$ cat config.mk
export PLATFORM = sky130hd
export DESIGN_NAME = instr_fetch_unit_flat
export DESIGN_NICKNAME = d
export VERILOG_FILES = /design/src/rtl/instr_fetch_unit_if.sv /design/src/rtl/instr_fetch_unit.sv /design/src/flat_wrapper.sv
export SDC_FILE = /design/constraint.sdc
export NUM_CORES = 1
export LEC_CHECK = 0
export ABC_AREA = 1
export CORE_MARGIN = 8
export CORE_UTILIZATION = 58
export DETAILED_ROUTE_END_ITERATION = 6
export DONT_BUFFER_PORTS = 1
export PLACE_DENSITY_LB_ADDON = 0.12
export RECOVER_POWER = 50
export SLEW_MARGIN = 25
export SYNTH_ARGS = -nofsm -noshare
export SYNTH_HDL_FRONTEND = slang
export SYNTH_SLANG_ARGS = --single-unit
$ cat constraint.sdc
create_clock -name clk -period 1.4 [get_ports clk]
set_input_delay 0.21 -clock clk [delete_from_list [all_inputs] [get_ports clk]]
set_output_delay 0.21 -clock clk [all_outputs]
set_load 0.03 [all_outputs]
$ cat src/rtl/instr_fetch_unit_if.sv
// Fetch-unit bus bundle: redirect control, instruction-memory request/response and decode handoff.
// fetch_fault exists only when FETCH_ALIGN_CHECK_EN is defined.
interface instr_fetch_unit_if;
   logic        redirect;
   logic [1:0]  pc_sel;
   logic [31:0] br_target;
   logic [31:0] jr_target;
   logic        imem_req;
   logic [31:0] imem_addr;
   logic        imem_gnt;
   logic        imem_rvalid;
   logic [31:0] imem_rdata;
   logic        if_valid;
   logic [31:0] if_instr;
   logic [31:0] if_pc;
   logic        if_ready;
`ifdef FETCH_ALIGN_CHECK_EN
   logic        fetch_fault;
`endif

   modport master (
      input  redirect, pc_sel, br_target, jr_target,
      input  imem_gnt, imem_rvalid, imem_rdata, if_ready,
      output imem_req, imem_addr, if_valid, if_instr, if_pc
`ifdef FETCH_ALIGN_CHECK_EN
      , output fetch_fault
`endif
   );

   modport slave (
      output redirect, pc_sel, br_target, jr_target,
      output imem_gnt, imem_rvalid, imem_rdata, if_ready,
      input  imem_req, imem_addr, if_valid, if_instr, if_pc
`ifdef FETCH_ALIGN_CHECK_EN
      , input fetch_fault
`endif
   );
endinterface

$ cat src/rtl/instr_fetch_unit.sv
// Single-outstanding instruction fetch unit with redirect and response drain.
// Optional feature macro FETCH_ALIGN_CHECK_EN: misaligned redirect targets trap into FAULT.
module instr_fetch_unit #(
   parameter logic [31:0] RESET_PC = 32'h00000000
) (
   input  logic                 clk,
   input  logic                 rst,
   instr_fetch_unit_if.master   fif
);

   typedef enum logic [2:0] {
      S_IDLE,
      S_REQ,
      S_WAIT,
      S_DRAIN
`ifdef FETCH_ALIGN_CHECK_EN
      , S_FAULT
`endif
   } state_t;

   state_t      state_q, state_d;
   logic [31:0] pc_q, pc_d;
   logic        if_valid_q, if_valid_d;
   logic [31:0] if_instr_q, if_instr_d;
   logic [31:0] if_pc_q, if_pc_d;
`ifdef FETCH_ALIGN_CHECK_EN
   logic        fault_q, fault_d;
   logic        misalign;
`endif

   logic [31:0] sel_target;
   logic [31:0] redir_tgt;
   logic        req;
   logic        grant;
   logic        capture;

   // Redirect target selection; pc+4 means "next after the instruction decode holds".
   always_comb begin
      sel_target = pc_q;
      case (fif.pc_sel)
         2'b00:   sel_target = if_valid_q ? (if_pc_q + 32'd4) : pc_q;
         2'b01:   sel_target = fif.br_target;
         2'b10:   sel_target = fif.jr_target;
         default: sel_target = 32'h0;
      endcase
   end

`ifdef FETCH_ALIGN_CHECK_EN
   assign redir_tgt = sel_target;
   assign misalign  = |sel_target[1:0];
`else
   assign redir_tgt = sel_target & ~32'h3;
`endif

   // Only request when decode has room, so a response can always be captured.
   assign req     = (state_q == S_REQ) && (!if_valid_q || fif.if_ready);
   assign grant   = req && fif.imem_gnt;
   assign capture = (state_q == S_WAIT) && fif.imem_rvalid && !fif.redirect;

   always_comb begin
      state_d    = state_q;
      pc_d       = pc_q;
      if_valid_d = if_valid_q;
      if_instr_d = if_instr_q;
      if_pc_d    = if_pc_q;
`ifdef FETCH_ALIGN_CHECK_EN
      fault_d    = fault_q;
`endif

      if (if_valid_q && fif.if_ready) begin
         if_valid_d = 1'b0;
      end

      case (state_q)
         S_IDLE:  state_d = S_REQ;
         S_REQ:   if (grant) state_d = S_WAIT;
         S_WAIT:  if (fif.imem_rvalid) state_d = S_REQ;
         S_DRAIN: if (fif.imem_rvalid) state_d = S_REQ;
`ifdef FETCH_ALIGN_CHECK_EN
         S_FAULT: state_d = S_FAULT;
`endif
         default: state_d = S_IDLE;
      endcase

      if (capture) begin
         if_valid_d = 1'b1;
         if_instr_d = fif.imem_rdata;
         if_pc_d    = pc_q;
         pc_d       = pc_q + 32'd4;
      end

      // Redirect wins over capture; an in-flight response must be drained.
`ifdef FETCH_ALIGN_CHECK_EN
      if (fif.redirect && state_q != S_FAULT) begin
`else
      if (fif.redirect) begin
`endif
         if_valid_d = 1'b0;
         pc_d       = redir_tgt;
         case (state_q)
            S_IDLE,
            S_REQ:   state_d = grant ? S_DRAIN : S_REQ;
            S_WAIT:  state_d = fif.imem_rvalid ? S_REQ : S_DRAIN;
            S_DRAIN: state_d = fif.imem_rvalid ? S_REQ : S_DRAIN;
            default: state_d = S_IDLE;
         endcase
`ifdef FETCH_ALIGN_CHECK_EN
         if (misalign) begin
            pc_d    = pc_q;
            state_d = S_FAULT;
            fault_d = 1'b1;
         end
`endif
      end
   end

   always_ff @(posedge clk) begin
      if (rst) begin
         state_q    <= S_IDLE;
         pc_q       <= RESET_PC;
         if_valid_q <= 1'b0;
         if_instr_q <= 32'h0;
         if_pc_q    <= 32'h0;
`ifdef FETCH_ALIGN_CHECK_EN
         fault_q    <= 1'b0;
`endif
      end else begin
         state_q    <= state_d;
         pc_q       <= pc_d;
         if_valid_q <= if_valid_d;
         if_instr_q <= if_instr_d;
         if_pc_q    <= if_pc_d;
`ifdef FETCH_ALIGN_CHECK_EN
         fault_q    <= fault_d;
`endif
      end
   end

   assign fif.imem_req  = req;
   assign fif.imem_addr = pc_q;
   assign fif.if_valid  = if_valid_q;
   assign fif.if_instr  = if_instr_q;
   assign fif.if_pc     = if_pc_q;
`ifdef FETCH_ALIGN_CHECK_EN
   assign fif.fetch_fault = fault_q;
`endif

endmodule

$ cat src/flat_wrapper.sv
// flat-port wrapper written by rule: the top's interface ports become plain ports
module instr_fetch_unit_flat 
#(
   parameter logic [31:0] RESET_PC = 32'h00000000
)
  (clk, rst, fif_redirect, fif_pc_sel, fif_br_target, fif_jr_target, fif_imem_gnt, fif_imem_rvalid, fif_imem_rdata, fif_if_ready, fif_imem_req, fif_imem_addr, fif_if_valid, fif_if_instr, fif_if_pc);
  instr_fetch_unit_if fif_i ();
  input  logic clk;
  input  logic rst;
  input wire logic [$bits(fif_i.redirect)-1:0] fif_redirect;
  input wire logic [$bits(fif_i.pc_sel)-1:0] fif_pc_sel;
  input wire logic [$bits(fif_i.br_target)-1:0] fif_br_target;
  input wire logic [$bits(fif_i.jr_target)-1:0] fif_jr_target;
  input wire logic [$bits(fif_i.imem_gnt)-1:0] fif_imem_gnt;
  input wire logic [$bits(fif_i.imem_rvalid)-1:0] fif_imem_rvalid;
  input wire logic [$bits(fif_i.imem_rdata)-1:0] fif_imem_rdata;
  input wire logic [$bits(fif_i.if_ready)-1:0] fif_if_ready;
  output wire logic [$bits(fif_i.imem_req)-1:0] fif_imem_req;
  output wire logic [$bits(fif_i.imem_addr)-1:0] fif_imem_addr;
  output wire logic [$bits(fif_i.if_valid)-1:0] fif_if_valid;
  output wire logic [$bits(fif_i.if_instr)-1:0] fif_if_instr;
  output wire logic [$bits(fif_i.if_pc)-1:0] fif_if_pc;
  assign fif_i.redirect = fif_redirect;
  assign fif_i.pc_sel = fif_pc_sel;
  assign fif_i.br_target = fif_br_target;
  assign fif_i.jr_target = fif_jr_target;
  assign fif_i.imem_gnt = fif_imem_gnt;
  assign fif_i.imem_rvalid = fif_imem_rvalid;
  assign fif_i.imem_rdata = fif_imem_rdata;
  assign fif_i.if_ready = fif_if_ready;
  assign fif_imem_req = fif_i.imem_req;
  assign fif_imem_addr = fif_i.imem_addr;
  assign fif_if_valid = fif_i.if_valid;
  assign fif_if_instr = fif_i.if_instr;
  assign fif_if_pc = fif_i.if_pc;
  instr_fetch_unit #(.RESET_PC(RESET_PC)) u_core (.clk(clk), .rst(rst), .fif(fif_i));
endmodule
### Yosys cells after proc, flatten, opt, wreduce, memory -nomap -nowiden

Index checks and enable logic that the tools add are counted.

* reductions and logical operators: 17
* multiplexer cells: 13
* equal/unequal tests: 8
* add/subtract/negate cells: 2

Operators with widths (number)
* two-way mux 32 bit: 3
* case mux 32 bit (3 select lines): 1
* adder 32 x 3 -> 32 bit (second input constant): 2
* two-way mux 3 bit: 3
* case mux 3 bit (3 select lines): 1
* == test 3 x 2 -> 1 bit (second input constant): 2
* inequality test 3 x 2 -> 1 bit (second input constant): 2
* case mux 3 bit (2 select lines): 1
* OR reduction 2 bit: 3
* logical AND 1 bit: 5
* two-way mux 2 bit: 2
* AND reduction 2 bit: 2
* nonzero test 2 bit: 2
* == test 3 x 1 -> 1 bit (second input constant): 1
* zero test 3 bit: 1
* inequality test 3 x 1 -> 1 bit (second input constant): 1
* == test 2 x 1 -> 1 bit (second input constant): 1
* == test 2 bit (second input constant): 1
* zero test 1 bit: 2
* zero test 2 bit: 1
* two-way mux 1 bit: 2
* logical OR 1 bit: 1

* bits in registers: 100
* output and inout port bits: 98
* word-level logic and storage cells: 46

### Depth between registers and ports, before layout

* word-level depth: 7
* depth in mapped cells: 13

### Worst setup path after synthesis

Ideal clock, no wire load.

* kind: flip-flop to flip-flop
* from: register u_core.pc_q[2], in the netlist u_core.fif.imem_addr[2]
* to: register u_core.pc_q[18], in the netlist u_core.fif.imem_addr[18]
* slack: -0.412 ns
* setup time: 0.120 ns
* path buffers: 0
* stages on the path, launching flop included: 11
* arrival time: 1.693 ns
* cell sequence: dfxtp_1 > ha_1 > nand3_1 > inv_1 > nand2_1 > nor2_1 > nand2_1 > o21ai_1 > nand2_1 > nand2_1 > a21oi_1

* word-level cells in the longest chain between the ends: 3

RTL lines
* from (decl): line instr_fetch_unit.sv:22 `logic [31:0] pc_q, pc_d;`
* from (signal assigned): line instr_fetch_unit.sv:129 `pc_q <= pc_d;`
* adder 32 x 3 -> 32 bit: line instr_fetch_unit.sv:89 `pc_d = pc_q + 32'd4;`
* two-way mux 32 bit: line instr_fetch_unit.sv:85 `if (capture) begin`
* two-way mux 32 bit: line instr_fetch_unit.sv:96 `if (fif.redirect) begin`

Every way passes these cells. The select of a mux whose other input is x is not followed.
A chain may end at the register's enable or synchronous reset.

### Worst setup path in the final report

* from: register u_core.if_pc_q[2], in the netlist u_core.fif.if_pc[2]
* to: register u_core.pc_q[8], in the netlist u_core.fif.imem_addr[8]

* word-level cells in the longest chain between the ends: 4

RTL lines
* from (decl): line instr_fetch_unit.sv:25 `logic [31:0] if_pc_q, if_pc_d;`
* from (signal assigned): line instr_fetch_unit.sv:132 `if_pc_q <= if_pc_d;`
* adder 32 x 3 -> 32 bit: line instr_fetch_unit.sv:41 `2'b00: sel_target = if_valid_q ? (if_pc_q + 32'd4) : pc_q;`
* two-way mux 32 bit: line instr_fetch_unit.sv:41
* case mux 32 bit (3 select lines): line instr_fetch_unit.sv:40 `case (fif.pc_sel)`
* two-way mux 32 bit: line instr_fetch_unit.sv:96

Every way passes these cells. The select of a mux whose other input is x is not followed.

==> run metrics <==
status=complete, but fails checks; failing checks=negative hold slack, negative setup slack; largest family of logic cells by synthesized area=simple AND/OR/NAND/NOR gates; final net count=approximately 1200; PortBufs=0; drt pass-1 iters=7; ratio of cells with drive above 1 in the final layout=a little under a third; final setup fails=29; worst min path class=in2reg; Max clock buf depth=2; Die H=around 120 um; Starting Density=59.4%; total power=0.00619 W; Clock transition at path regs=around 0.11 ns; number of synthesized flops with an enable pin=0; total track usage=~34%; post-synthesis compound-gate area fraction=about 20%; biggest cell delay along the critical path=0.40 ns; Gate Count Post-Synth=between 900 and 1000; vias per inst=5.97; Top-Level Pins=202; ys async rst share=0%; core footprint=roughly 0.0097 sq mm; cell area after layout=approximately 0.0082 sq mm; first-pass GRT wire length=between 30 and 40 mm; Worst path slowest cell=dfxtp_4; Worst Path Max Fanout=4; Critical Path RT=about 1.7 ns; kind of start point of the critical path=register; CTS H-tree lvls=3; Rows=36; Setup WS pre-CTS=-0.225 ns; XOR/XNOR Fraction of Synth Area=1.82%; fmax=slightly below 600 MHz; largest net degree at the start of global routing=83; clock sink count=95; growth of design area from synthesis to finish=41.0%; PD cells=759 mW/mm^2; fin worst setup slack=-0.320 ns; maxcap violations=0; Adder-Cell Fraction of Synth Area=less than 1%; register area share after synthesis=32.9%; Synth Area in Simple Gates=a little over a third; via count=approximately 7500; initial antenna violation count=0; Die ar.=~0.013 sq mm; Worst R2R Setup Slack=-0.32 ns; Most common cell on crit path=nand2_4; RePlAce Congestion=around 0.99; root buffer cell=clkbuf_8; Detailed Place HPWL=16.6 mm; final worst-path cycle share=123%; Final Slew Violations=0; synthesized area per cell=about 6.1 sq um; Worst Path Arrival=2.04 ns; Placed Cells=approximately 1200; proportion of synthesized area in mux cells=0%; Hold Slack=-0.119 ns; DIE WIDTH=between 100 and 150 um; Cell variety after synth=38; vias in the first global route=6877; cts bufs inserted=9; number of fill cells=~660; final non-filler cell total=1251; Main synth FF type=dfxtp_1; Warnings, synthesis=0; total grt overflow=0; Clock Skews=around 0.018 ns; Post-Syn Area=just under 0.006 sq mm; Crit. End Element=register; Clock Latency Late Sink=slightly below 0.4 ns; Leak=between 3 and 4 nW; critical path class=reg2reg; Inserted Diodes=0; maximum VDD drop=between 0.0007 and 0.0008 V; Hold Violations, Final=14; Yosys reg bits=95; TritonCTS clock tree=done; fin crit period=about 1.7 ns; post-place instance area=around 0.0073 sq mm; WL/cell=~20 um; DR iter-0 viols=approximately 1200; ANT nets after route=0; RSZ-0062 raised after global routing=yes; DRC viols=0; crit-path cells=ha_4, nand2_4, nor2_4, nand2_4, buf_4, a21oi_1, o21ai_1, nand3_1, nand2_1, a21oi_2; total wire length=roughly 25 mm
[final cells by class]
cell class	instances	area, sq um	share of cell area, %
Sequential cell	95	2010	24.6
Clock buffer	10	138	1.69
Inverter	91	347	4.25
Timing Repair Buffer	201	1720	21.1
Multi-Input combinational cell	715	3730	45.7
Clock inverter	6	53.8	0.660
Tap cell	133	166	2.04
[Yosys cell counts, drive strengths merged, types with 2 or more instances]
cell type  instances  area share [%]
nor3               6            0.80
a31oi              5            0.54
nand4              7            0.87
a221oi             2            0.30
xor2               8             1.2
nand3             65             5.7
a21oi             84             7.3
dfxtp             95              33
nand2            249              17
o21ai            105             9.1
buf               24             2.2
xnor2              4            0.61
ha                 2            0.43
nor2             152              11
o211ai             2            0.26
nand3b             2            0.26
o21bai             3            0.39
inv               90             5.8
clkbuf            22             1.4
a22o              13             2.0
[cell usage in the layout, fill, tap and decap left out, types with 9 or more instances in the layout]
| cell | count |
|---|---|
| o21ai_1 | 15 |
| a21oi_1 | 78 |
| nor2_2 | 22 |
| nand3_2 | 16 |
| clkbuf_2 | 9 |
| buf_12 | 10 |
| nand2_2 | 23 |
| a22o_1 | 13 |
| buf_4 | 155 |
| dfxtp_4 | 17 |
| clkbuf_8 | 10 |
| o21ai_0 | 88 |
| nand2_1 | 219 |
| inv_1 | 84 |
| dfxtp_2 | 32 |
| nand3_1 | 47 |
| dfxtp_1 | 46 |
| nor2_1 | 111 |
| nor2_4 | 19 |
| dlygate4sd3_1 | 18 |
[repair_timing]
| action | in CTS | in global routing |
|---|---|---|
| pin swaps | 22 | 21 |
| gates cloned | 0 | 3 |
| gates resized for setup | 64 | 57 |
| endpoints found under the hold margin | 48 | 33 |
| hold buffers | 17 | 2 |
| buffers inserted | 7 | 5 |
| setup endpoints to repair | 27 | 56 |
[metrics by stage]
| stage | TNS (ns) | util [%] |
|---|---|---|
| finish | -5.28 | 83.8 |
| global route | -7.87 | 83.8 |
| CTS | -2.69 | 80.9 |
| detailed placement | -3.48 | 74.6 |
| global placement | -2.35 | 74.6 |
| floorplan | -0.683 | - |
[per-layer routing]
| metal | global-route usage [%] | share of wire, % | vias up |
|---|---|---|---|
| li1 | - | - | 3383 |
| met4 | 15.5 | 4.1 | 0 |
| met5 | 0 | 0 | - |
| met1 | 41.0 | 36 | 3420 |
| met3 | 9.33 | 13 | 101 |
| met2 | 53.9 | 47 | 570 |
[report_power, final]
part	leakage [nW]	switching (W)	total (W)	internal (W)
sequential	0.799	0.000174	0.00297	0.00280
combinational	2.57	0.000823	0.00135	0.000531
clock	0.0921	0.00114	0.00186	0.000720
total	3.47	0.00213	0.00619	0.00405
[sequential cells by signal (all words and copies together) (netlist names)]
signal,flops
u_core.state_q,2
u_core.fif.if_valid,1
u_core.fif.imem_addr,30
u_core.fif.if_instr,32
u_core.fif.if_pc,30
[worst paths after layout]
kind | from | end | depth (start not counted)
min | rst | u_core.fif.imem_addr[3]$_SDFFE_PP0P_ | 1
max | u_core.fif.if_pc[2]$_SDFFE_PP0P_ | u_core.fif.imem_addr[8]$_SDFFE_PP0P_ | 10
max reg2reg | u_core.fif.if_pc[2]$_SDFFE_PP0P_ | u_core.fif.imem_addr[8]$_SDFFE_PP0P_ | 10
min reg2reg | u_core.fif.if_pc[31]$_SDFFE_PP0P_ | u_core.fif.if_pc[31]$_SDFFE_PP0P_ | 2
[critical path, delay by kind of cell (launching register included)]
kind,cells,cell delay (ns)
simple gates,5,0.59
flops,1,0.40
compound gates,3,0.35
fa+ha+maj,1,0.16
buf+inv,1,0.15
[cell families (layout without fill, tap and decap cells)]
group	after synthesis	after routing
fa+ha+maj	2	2
other cells	1	4
compound gates	214	214
flops	95	95
buf+inv	137	308
xor+xnor	12	12
simple gates	483	483
Note: power is estimated with default switching activity, not from simulation.
